--- src/rtl/button_pkg.sv ---
// Shared types and constants for the mechanical-button waveform generator.
package button_pkg;

    typedef enum logic [1:0] {
        IDLE   = 2'd0,
        BOUNCE = 2'd1,
        SETTLE = 2'd2
    } state_e;

    localparam logic        BUTTON_RELEASED    = 1'b1;
    localparam logic [15:0] LFSR16_TAPS        = 16'hB400;
    localparam int unsigned SETTLE_CYC_DEFAULT = 1000000;

    // Right-shifting Galois step; the shifted-out bit folds the taps back in.
    function automatic logic [15:0] lfsr16_next(input logic [15:0] s);
        return {1'b0, s[15:1]} ^ (s[0] ? LFSR16_TAPS : 16'h0000);
    endfunction

endpackage

--- src/rtl/lfsr16.sv ---
// 16-bit Galois LFSR that steps once per advance pulse and reloads seed on reset.
module lfsr16
    import button_pkg::*;
(
    input  logic        clk,
    input  logic        rst,
    input  logic        advance,
    input  logic [15:0] seed,
    output logic [15:0] state
);

    logic [15:0] state_q;

    always_ff @(posedge clk) begin
        if (rst) begin
            state_q <= seed;
        end else if (advance) begin
            state_q <= lfsr16_next(state_q);
        end
    end

    assign state = state_q;

endmodule

--- src/rtl/button_bounce_gen.sv ---
// Turns press/release commands into a bouncing active-low button waveform with settle and done.
// Define BUTTON_BOUNCE_RANDOM_EN to add LFSR-driven jitter to each bounce segment.
module button_bounce_gen
    import button_pkg::*;
#(
    parameter int unsigned W                = 32,
    parameter int unsigned BOUNCE_MAX       = 8,
    parameter int unsigned BOUNCE_MIN_CYC   = 16,
    parameter int unsigned BOUNCE_SPAN_LOG2 = 8,
    parameter int unsigned SETTLE_CYC       = SETTLE_CYC_DEFAULT,
    parameter logic [15:0] LFSR_SEED        = 16'hACE1
) (
    input  logic       clk,
    input  logic       rst,
    input  logic       cmd_valid,
    output logic       cmd_ready,
    input  logic       cmd_press,
    input  logic [3:0] cmd_bounces,
    output logic       button,
    output logic       busy,
    output logic       done
);

    // Counters hold "cycles left minus one" so a zero count marks the event cycle.
    localparam logic [W-1:0] SettleLast = W'(SETTLE_CYC - 1);
    localparam logic [W-1:0] MinLast    = W'(BOUNCE_MIN_CYC - 1);

    state_e         state_q, state_d;
    logic           button_q, button_d;
    logic           ready_q, ready_d;
    logic           busy_q, busy_d;
    logic           done_q, done_d;
    logic [W-1:0]   cnt_q, cnt_d;
    logic [W-1:0]   remain_q, remain_d;
    logic [W-1:0]   bounce_n;
    logic [W-1:0]   seg_last;
    logic           target;

`ifdef BUTTON_BOUNCE_RANDOM_EN
    logic        seg_load;
    logic [15:0] lfsr_state;

    // A segment is loaded whenever BOUNCE is entered or re-armed after a toggle.
    assign seg_load = (state_d == BOUNCE) && ((state_q != BOUNCE) || (cnt_q == '0));

    lfsr16 u_lfsr (
        .clk     (clk),
        .rst     (rst),
        .advance (seg_load),
        .seed    (LFSR_SEED),
        .state   (lfsr_state)
    );

    assign seg_last = MinLast + W'(lfsr_state[BOUNCE_SPAN_LOG2-1:0]);
`else
    assign seg_last = MinLast;
`endif

    assign target   = ~cmd_press;
    assign bounce_n = (W'(cmd_bounces) > W'(BOUNCE_MAX)) ? W'(BOUNCE_MAX) : W'(cmd_bounces);

    always_comb begin
        state_d  = state_q;
        button_d = button_q;
        ready_d  = ready_q;
        busy_d   = busy_q;
        done_d   = 1'b0;
        cnt_d    = cnt_q;
        remain_d = remain_q;

        unique case (state_q)
            IDLE: begin
                if (cmd_valid) begin
                    ready_d = 1'b0;
                    busy_d  = 1'b1;
                    if (button_q == target) begin
                        // Redundant command: settle from a virtual edge, line untouched.
                        state_d = SETTLE;
                        cnt_d   = SettleLast;
                    end else begin
                        button_d = target;
                        if (bounce_n == '0) begin
                            state_d = SETTLE;
                            cnt_d   = SettleLast;
                        end else begin
                            state_d  = BOUNCE;
                            cnt_d    = seg_last;
                            remain_d = bounce_n << 1;
                        end
                    end
                end
            end
            BOUNCE: begin
                if (cnt_q == '0) begin
                    button_d = ~button_q;
                    if (remain_q == W'(1)) begin
                        state_d  = SETTLE;
                        cnt_d    = SettleLast;
                        remain_d = '0;
                    end else begin
                        remain_d = remain_q - W'(1);
                        cnt_d    = seg_last;
                    end
                end else begin
                    cnt_d = cnt_q - W'(1);
                end
            end
            SETTLE: begin
                if (cnt_q == '0) begin
                    state_d = IDLE;
                    ready_d = 1'b1;
                    busy_d  = 1'b0;
                    done_d  = 1'b1;
                end else begin
                    cnt_d = cnt_q - W'(1);
                end
            end
            default: begin
                state_d  = IDLE;
                button_d = BUTTON_RELEASED;
                ready_d  = 1'b1;
                busy_d   = 1'b0;
                cnt_d    = '0;
                remain_d = '0;
            end
        endcase
    end

    always_ff @(posedge clk) begin
        if (rst) begin
            state_q  <= IDLE;
            button_q <= BUTTON_RELEASED;
            ready_q  <= 1'b1;
            busy_q   <= 1'b0;
            done_q   <= 1'b0;
            cnt_q    <= '0;
            remain_q <= '0;
        end else begin
            state_q  <= state_d;
            button_q <= button_d;
            ready_q  <= ready_d;
            busy_q   <= busy_d;
            done_q   <= done_d;
            cnt_q    <= cnt_d;
            remain_q <= remain_d;
        end
    end

    assign cmd_ready = ready_q;
    assign button    = button_q;
    assign busy      = busy_q;
    assign done      = done_q;

endmodule

--- config.mk ---
export PLATFORM = sky130hd
export DESIGN_NAME = button_bounce_gen
export DESIGN_NICKNAME = d
export VERILOG_FILES = /design/src/rtl/button_pkg.sv /design/src/rtl/lfsr16.sv /design/src/rtl/button_bounce_gen.sv
export SDC_FILE = /design/constraint.sdc
export NUM_CORES = 1
export LEC_CHECK = 0
export ABC_CLOCK_PERIOD_IN_PS = 2600
export BUFFER_PORTS_ARGS = -buffer_cell sky130_fd_sc_hd__buf_2
export CAP_MARGIN = 20
export CORE_MARGIN = 5
export CORE_UTILIZATION = 40
export DETAILED_ROUTE_END_ITERATION = 10
export PLACE_DENSITY_LB_ADDON = 0.2
export SKIP_CTS_REPAIR_TIMING = 1
export SLEW_MARGIN = 20
export SYNTH_ARGS = -nofsm -noshare
export SYNTH_HDL_FRONTEND = slang
export SYNTH_HIERARCHICAL = 1
export SYNTH_SLANG_ARGS = --single-unit
--- constraint.sdc ---
create_clock -name clk -period 2.6 [get_ports clk]
set_clock_uncertainty 0.1 [all_clocks]
set_input_delay 0.39 -clock clk [delete_from_list [all_inputs] [get_ports clk]]
set_output_delay 0.39 -clock clk [all_outputs]
set_load 0.01 [all_outputs]
=== Word-level counts from Yosys, hierarchy flattened ===
Cells that the tools add are included.
Widths: inputs -> output; s select.

* Flip-flop bits (word level): 70
* Input port bits: 8
* Output and inout port bits: 4
* Logic and storage cells: 66

* Add/subtract/negate cells: 2
* $lt $le $gt $ge: 1
* Equal/unequal tests: 11
* Muxes and demuxes: 32
* Bitwise logic cells: 4
* Reductions and logical operators: 9

{| class="wikitable"
|+ Operators with widths
! kind !! number
|-
| $mux 32 || 8
|-
| $pmux 32 s3 || 2
|-
| $logic_not 32->1 || 2
|-
| $sub 32x1->32 const B || 2
|-
| $mux 20 || 3
|-
| $eq 32x1->1 const B || 1
|-
| $ne 2x2->1 const B || 7
|-
| $mux 2 || 6
|-
| $pmux 1 s3 || 3
|-
| $mux 1 || 8
|-
| $reduce_and 4->1 || 2
|-
| $pmux 2 s3 || 1
|-
| $reduce_and 5->1 || 1
|-
| $gt 4x4->1 const B || 1
|-
| $mux 4 || 1
|-
| $not 1->1 || 4
|-
| $reduce_and 3->1 || 1
|-
| $eq 2x1->1 const B || 1
|-
| $eq 2x2->1 const B || 1
|-
| $logic_not 2->1 || 1
|-
| $reduce_and 2->1 || 1
|-
| $reduce_or 2->1 || 1
|-
| $eq 1x1->1 || 1
|}

=== Depth between registers and ports, before layout ===
Gate-level depths: netlist of the first run.

* Depth in word-level cells: 7
* Depth in mapped cells: 11
* Mapped depth without buffers: 8

=== Worst setup path after synthesis of the first run ===
Ideal clock, no wire load.

* Path type: reg2reg
* From: register cnt_q[2]
* To: register remain_q[25]
* Setup time: 70 ps
* Arrival time: 2,671 ps
* Required time: 2,430 ps
* Setup slack: -241 ps
* Cell stages (with the launch flop): 9
* Cell sequence: dfxtp_1 > buf_6 > or4_4 > nor3b_4 > a31oi_4 > or4b_1 > clkbuf_2 > or4_1 > a21oi_1

* Word-level cells in the longest chain between the ends: 3

{| class="wikitable"
|+ Ends and longest elaborated chain
! element !! RTL line !! text
|-
| from (decl) || button_bounce_gen.sv:33 || <nowiki>logic [W-1:0] cnt_q, cnt_d;</nowiki>
|-
| from (signal assigned) || button_bounce_gen.sv:144 || <nowiki>cnt_q <= cnt_d;</nowiki>
|-
| $logic_not 32->1 || button_bounce_gen.sv:94 || <nowiki>if (cnt_q == '0) begin</nowiki>
|-
| $ne 2x2->1 (no line) || n/a ||
|-
| $reduce_and 5->1 (no line) || n/a ||
|-
| to (signal assigned) || button_bounce_gen.sv:145 || <nowiki>remain_q <= remain_d;</nowiki>
|-
| to (decl) || button_bounce_gen.sv:34 || <nowiki>logic [W-1:0] remain_q, remain_d;</nowiki>
|}

No other way between the ends.
A chain may end at the register's enable or synchronous reset.

=== Worst setup path after layout of the first run ===
* From: register cnt_q[5]
* To: register remain_q[27]

The elaborated chain is that of the path after synthesis.

==> results.py, run 1 <==
metrics = {
    "run_status": {
        "run_status": "completed",
    },
    "placement": {
        "gp_congestion": 0.882,
        "portBuffers": 11,
        "dp_hpwl_mm": 7.40,
    },
    "routing": {
        "wl_mm": 10.3,
        "num_vias": 3869,
        "wire_per_inst_um": 15.0,
        "drt_iter0_markers": 178,
        "drtPass1Iterations": 4,
        "drcViolationCount": 0,
        "final_antenna_net_count": 0,
        "vias_per_cell": 5.64,
    },
    "logic_synthesis": {
        "ys.flop_type": "dfxtp_1",
        "synth_top_family_by_area": "simple AND/OR/NAND/NOR gates",
        "synthCells": 500,
        "ys_ff_latch": 70,
        "synth_edf_count": 0,
        "synth_fa_ha_area_share_pct": 1.53,
        "syn_area_per_cell_sq_um": 7.84,
        "ys_seq_area_share_pct": 35.8,
        "synth_top_area_cell": "dfxtp_1",
        "synth-compound-area-share_pct": 17.0,
        "synth_top_area_share_pct": 35.8,
        "synth_simple_gate_area_share_pct": 31.4,
        "ys_types": 53,
        "ys_warn_count": 6,
        "synthMuxAreaShare_pct": 0,
        "synth_fp_nets": 512,
        "syn-cell-area_sq_mm": 0.00392,
        "synth_most_common_cell": "nor2_1",
        "async_flop_share_pct": 0,
        "synth_commonest_cells": "77 x nor2_1, 70 x dfxtp_1, 33 x nand2_1",
        "synth_area_leaders": "dfxtp_1 36%, nor2_1 7.4%, xnor2_1 6.7%",
        "yosys.area_share.xor_xnor_pct": 9.83,
    },
    "clock_tree": {
        "cts.sinks": 70,
        "clock_insertion_delay_worst_skew_ns": 0.34,
        "cts_buffer_depth": 2,
        "cts.reportedPaths.clkPinSlew_ns": 0.07,
        "cts_buffers": 9,
        "htree_levels": 3,
        "root_buffer": "clkbuf_8",
        "cts_tree": "done",
    },
    "final_layout": {
        "drive_above_1_share_pct": 18.4,
        "final_nets": 562,
        "area_growth_pct": 19.2,
        "utilization_pct": 48.2,
        "n_fill_cell": 971,
        "final-seq-area_sq_mm": 0.00140,
        "multi_input_area_sq_mm": 0.00240,
        "antennaDiodeCount": 0,
    },
    "setup_path": {
        "end_kind": "register",
        "crit_top_cell": "or4_4",
        "max_stage_delay_ns": 0.56,
        "worstPathRequired_ns": 2.78,
        "crit_type": "reg -> reg",
        "cp-start-kind": "register",
        "cp_slowest_cell": "or4_4",
        "cp_cell_sequence": "or4_4, nor3b_4, a31oi_4, or4b_4, or4_4, a21oi_2",
        "path_max_fanout": 5,
        "crit_arrival_ns": 2.73,
    },
    "grt": {
        "grt-ovfl-total": 0,
        "grt_usage_pct": 18.1,
        "antenna_found_initial": 0,
        "grt_max_degree": 29,
        "grt_pass1_wl_mm": 17.2,
        "grt_pass1_vias": 3544,
    },
    "sta": {
        "fin_crit_sh_pct": 98.0,
        "max_freq_ghz": 0.392,
        "finalSetupViolCount": 0,
        "post-route-min-period_ns": 2.55,
        "hold_viol": 0,
        "slew_headroom_pct": 57.5,
        "drv_slew": 0,
        "rsz0062_at_grt": "true",
        "worstMarginPinSlew_ns": 0.636,
    },
    "floorplan": {
        "ioPinCount": 12,
        "start_util_pct": 40.5,
        "die-width_um": 109,
        "die_area_sq_mm": 0.0119,
        "core_area_sq_mm": 0.00968,
        "die_y_um": 109,
        "rows": 36,
    },
    "power": {
        "peakVddDrop_uv": 440,
        "clockPowerShare_pct": 15.7,
        "p_per_area_mw_per_mm2": 1020,
        "power.leakage_nw": 1.75,
        "power_frac_seq_pct": 30.7,
        "power_mw": 4.74,
        "p_switching_mw": 1.95,
        "share_comb_of_total_power_pct": 53.6,
        "swShare_pct": 41.2,
        "p_int_mw": 2.79,
    },
    "hold_path": {
        "hp-class": "in -> reg",
    },
    "job": {
        "drv_cap": 0,
    },
}
## flip-flops by register name (all words and copies together), names as in the netlist
register	cells
busy	1
button	1
cmd_ready	1
cnt_q	32
done	1
remain_q	32
state_q	2
## power by group through the flow
| stage | logic (mW) | clock network, mW | registers (mW) |
|---|---|---|---|
| finish | 2.54 | 0.746 | 1.46 |
| global placement | 2.43 | 0 | 1.47 |
| detailed placement | 2.45 | 0 | 1.47 |
| CTS | 2.46 | 0.784 | 1.45 |
| floorplan | 1.68 | 0 | 1.45 |
| global route | 2.81 | 0.825 | 1.48 |
## worst max-delay path: cells and delay by family, from the launching register on
| family | cells | cell delay (ns) |
|---|---|---|
| AO/OA/AOI/OAI | 2 | 0.24 |
| AND/OR/NAND/NOR | 4 | 1.82 |
| flip-flops | 1 | 0.32 |
## area by class of cell
| class | count | share of cell area [%] |
|---|---|---|
| Multi-Input combinational cell | 386 | 51.3 |
| Clock inverter | 2 | 0.214 |
| Inverter | 16 | 1.29 |
| Sequential cell | 70 | 30.0 |
| Clock buffer | 12 | 3.11 |
| Timing Repair Buffer | 67 | 10.5 |
| Tap cell | 133 | 3.56 |
## per-stage QoR
stage                     setup WS [ns]  instance area [sq um]  std cells  setup TNS, ns  hold slack (ns)
after floorplan                  -0.190                   3920        500          -2.78            0.344
after global placement          0.00723                   4450        671              0            0.373
after detailed placement        -0.0478                   4450        671        -0.0478            0.380
after CTS                       -0.0686                   4610        685        -0.0733            0.244
after global routing            -0.0508                   4670        686         -0.109            0.289
final                            0.0508                   4670        686              0            0.266
## kinds of logic after synthesis
group	count (synthesis)
xor gates and xnor gates	44
adders and majority gates	5
AOI/OAI and AO/OA	99
DFF	70
buffers and inverters	44
and+or+nand+nor	238
## path summary, 6_finish.rpt
| path | start | endpoint | slack (ns) | cells after the start |
|---|---|---|---|---|
| hold / removal | cmd_press | button$_SDFFE_PP1P_ | 0.27 | 4 |
| hold reg to reg | cnt_q[21]$_SDFFE_PP0P_ | cnt_q[21]$_SDFFE_PP0P_ | 0.40 | 2 |
| setup reg to reg | cnt_q[5]$_SDFFE_PP0P_ | remain_q[27]$_SDFFE_PP0P_ | 0.05 | 6 |
| setup / recovery | cnt_q[5]$_SDFFE_PP0P_ | remain_q[27]$_SDFFE_PP0P_ | 0.05 | 6 |
## metal layers
layer	up-vias	GRT usage [%]	share of wire, %
met4	0	6.49	2.1
met5	-	0	0
li1	1922	-	-
met3	19	3.97	2.5
met2	60	30.2	50
met1	1868	22.9	45
## cell usage in the layout, fill, tap and decap left out, drive strengths merged, types with 2 or more instances in the layout
cell type	count
a32oi	2
xor2	14
or2	4
or3	13
nor2b	6
nor3	29
ha	4
dfxtp	70
o211ai	12
nor2	77
o21ai	22
nand3	10
nor4b	4
inv	14
nor4	23
and3	2
o2111ai	6
a31o	2
and4	2
o31ai	6
xnor2	30
clkbuf	12
nand2	33
a211oi	5
buf	67
nand4	9
o22ai	2
or4	19
a31oi	11
clkinv	4
a21oi	21
nor3b	3
(Power assumes the default switching activity.)
==> run 2, diff against run 1 <==
--- a/config.mk
+++ b/config.mk
@@ -12,6 +12,7 @@
 export CORE_UTILIZATION = 40
 export DETAILED_ROUTE_END_ITERATION = 10
 export PLACE_DENSITY_LB_ADDON = 0.2
+export REMOVE_ABC_BUFFERS = 1
 export SKIP_CTS_REPAIR_TIMING = 1
 export SLEW_MARGIN = 20
 export SYNTH_ARGS = -nofsm -noshare
==> run 2 against run 1 <==
  * Die area did not move
  * Via count rose by 2.2%
  * Worst hold slack got worse by 0.0099 ns
  * Design area rose by 4.3%
  * Core utilization rose by 2.1 points
  * First-iteration DRC count rose by 46%
  * Setup slack got worse by 0.049 ns
  * Final cell count rose by 2.9%
  * Total power rose by 3.5%
  * Global-route usage rose by 1.2 points
  * Critical path depth did not move
  * Largest power group unchanged
==> results.py, run 2 (synthesized netlist as in run 1, its figures left out) <==
metrics = {
    "run_status": {
        "run_status": "completed",
    },
    "sta": {
        "fin_hold_ws_ns": 0.256,
        "tns_ns": 0,
        "drv_slew": 0,
        "slew_headroom_pct": 57.6,
        "hold_viol": 0,
        "max_freq_ghz": 0.385,
        "worstMarginPinSlew_ns": 0.628,
        "post-route-min-period_ns": 2.60,
        "fin_crit_sh_pct": 99.9,
        "finalSetupViolCount": 0,
        "rsz0062_at_grt": "true",
    },
    "final_layout": {
        "final_cells": 706,
        "drive_above_1_share_pct": 21.8,
        "final_cell_mix": "77 x nor2_1, 70 x dfxtp_1, 70 x buf_4",
        "n_fill_cell": 966,
        "antennaDiodeCount": 0,
        "final_nets": 582,
        "mostFrequentLayoutCell": "nor2_1",
        "utilization_pct": 50.3,
        "area_growth_pct": 24.3,
        "reg.largest.list": "cnt_q x32, remain_q x32, state_q x2",
    },
    "floorplan": {
        "rows": 36,
        "ioPinCount": 12,
        "core_area_sq_mm": 0.00968,
        "die_y_um": 109,
        "start_util_pct": 40.5,
        "die_area_sq_mm": 0.0119,
        "die-width_um": 109,
    },
    "setup_path": {
        "path_max_fanout": 6,
        "crit_arrival_ns": 2.78,
        "crit_type": "reg -> reg",
        "cp-start-kind": "register",
        "worstPathRequired_ns": 2.78,
        "end_kind": "register",
    },
    "power": {
        "power.leakage_nw": 1.86,
        "peakVddDrop_uv": 520,
        "p_per_area_mw_per_mm2": 1010,
        "power_mw": 4.91,
    },
    "placement": {
        "portBuffers": 11,
        "placedCellCount": 684,
        "dp_hpwl_mm": 7.56,
        "gp_congestion": 0.871,
    },
    "grt": {
        "grt_pass1_vias": 3834,
        "grt_max_degree": 29,
        "antenna_found_initial": 0,
        "grt_usage_pct": 19.3,
        "grt-ovfl-total": 0,
        "grt_pass1_wl_mm": 18.3,
    },
    "hold_path": {
        "hp-class": "in -> reg",
    },
    "routing": {
        "vias_per_cell": 5.60,
        "drtPass1Iterations": 5,
        "wire_per_inst_um": 15.1,
        "drcViolationCount": 0,
        "drt_iter0_markers": 260,
        "final_antenna_net_count": 0,
        "num_vias": 3953,
        "wl_mm": 10.6,
    },
    "job": {
        "drv_cap": 0,
    },
    "clock_tree": {
        "cts_buffer_depth": 2,
        "cts_tree": "done",
        "clock_insertion_delay_worst_skew_ns": 0.35,
        "cts_buffers": 9,
        "root_buffer": "clkbuf_8",
        "htree_levels": 3,
        "cts.reportedPaths.clkPinSlew_ns": 0.08,
        "cts.sinks": 70,
    },
}
## run 2: cell count changes in the layout (fill, tap and decap cells not counted), moves of 2 or more
| cell | change |
|---|---|
| a21oi_1 | -2 |
| a21oi_2 | +2 |
| buf_4 | +15 |
| buf_6 | +3 |
| clkbuf_8 | +2 |
## run 2: worst max-delay path, stage by stage, from the launching register on
cell,delay (ns)
dfxtp_1,0.31
or4_4,0.56
nor3b_4,0.25
a31oi_4,0.13
or4b_4,0.55
or4_4,0.50
a21oi_2,0.14
## run 2: per-stage QoR
step                      worst slack [ns]  instance area [sq um]
final                              0.00168                   4870
after global placement             -0.0306                   4560
after CTS                          -0.0919                   4740
after global routing                -0.109                   4870
after floorplan                     -0.474                   3800
after detailed placement           -0.0906                   4560
## run 2: worst paths after layout
path | start | to | slack (ns) | cells after the start
setup / recovery | cnt_q[2]$_SDFFE_PP0P_ | remain_q[25]$_SDFFE_PP0P_ | 0.002 | 6
setup reg to reg | cnt_q[2]$_SDFFE_PP0P_ | remain_q[25]$_SDFFE_PP0P_ | 0.002 | 6
hold reg to reg | remain_q[26]$_SDFFE_PP0P_ | remain_q[26]$_SDFFE_PP0P_ | 0.39 | 2
hold / removal | cmd_press | button$_SDFFE_PP1P_ | 0.26 | 4
## run 2: routing by layer
metal / vias up / wire length, um / track usage [%]
li1: 1962 / - / -
met1: 1881 / 4880 / 25.0
met2: 93 / 5130 / 31.2
met3: 17 / 452 / 4.44
met4: 0 / 173 / 7.30
met5: - / 0 / 0
## run 2: report_power, final
part           internal (mW)  switching [mW]  total, mW
Clock                  0.413           0.384      0.797
Combinational           1.25            1.41       2.65
Sequential              1.28           0.179       1.45
Total                   2.94            1.97       4.91
## run 2: area by class of cell
| cell class | count | area, sq um | share of cell area [%] |
|---|---|---|---|
| clock buffers | 13 | 169 | 3.47 |
| clock inverters | 1 | 5.00 | 0.103 |
| inverters | 16 | 60.1 | 1.23 |
| multi-input cells | 386 | 2410 | 49.5 |
| flip-flops and latches | 70 | 1400 | 28.8 |
| well taps | 133 | 166 | 3.42 |
| repair buffers | 87 | 659 | 13.5 |
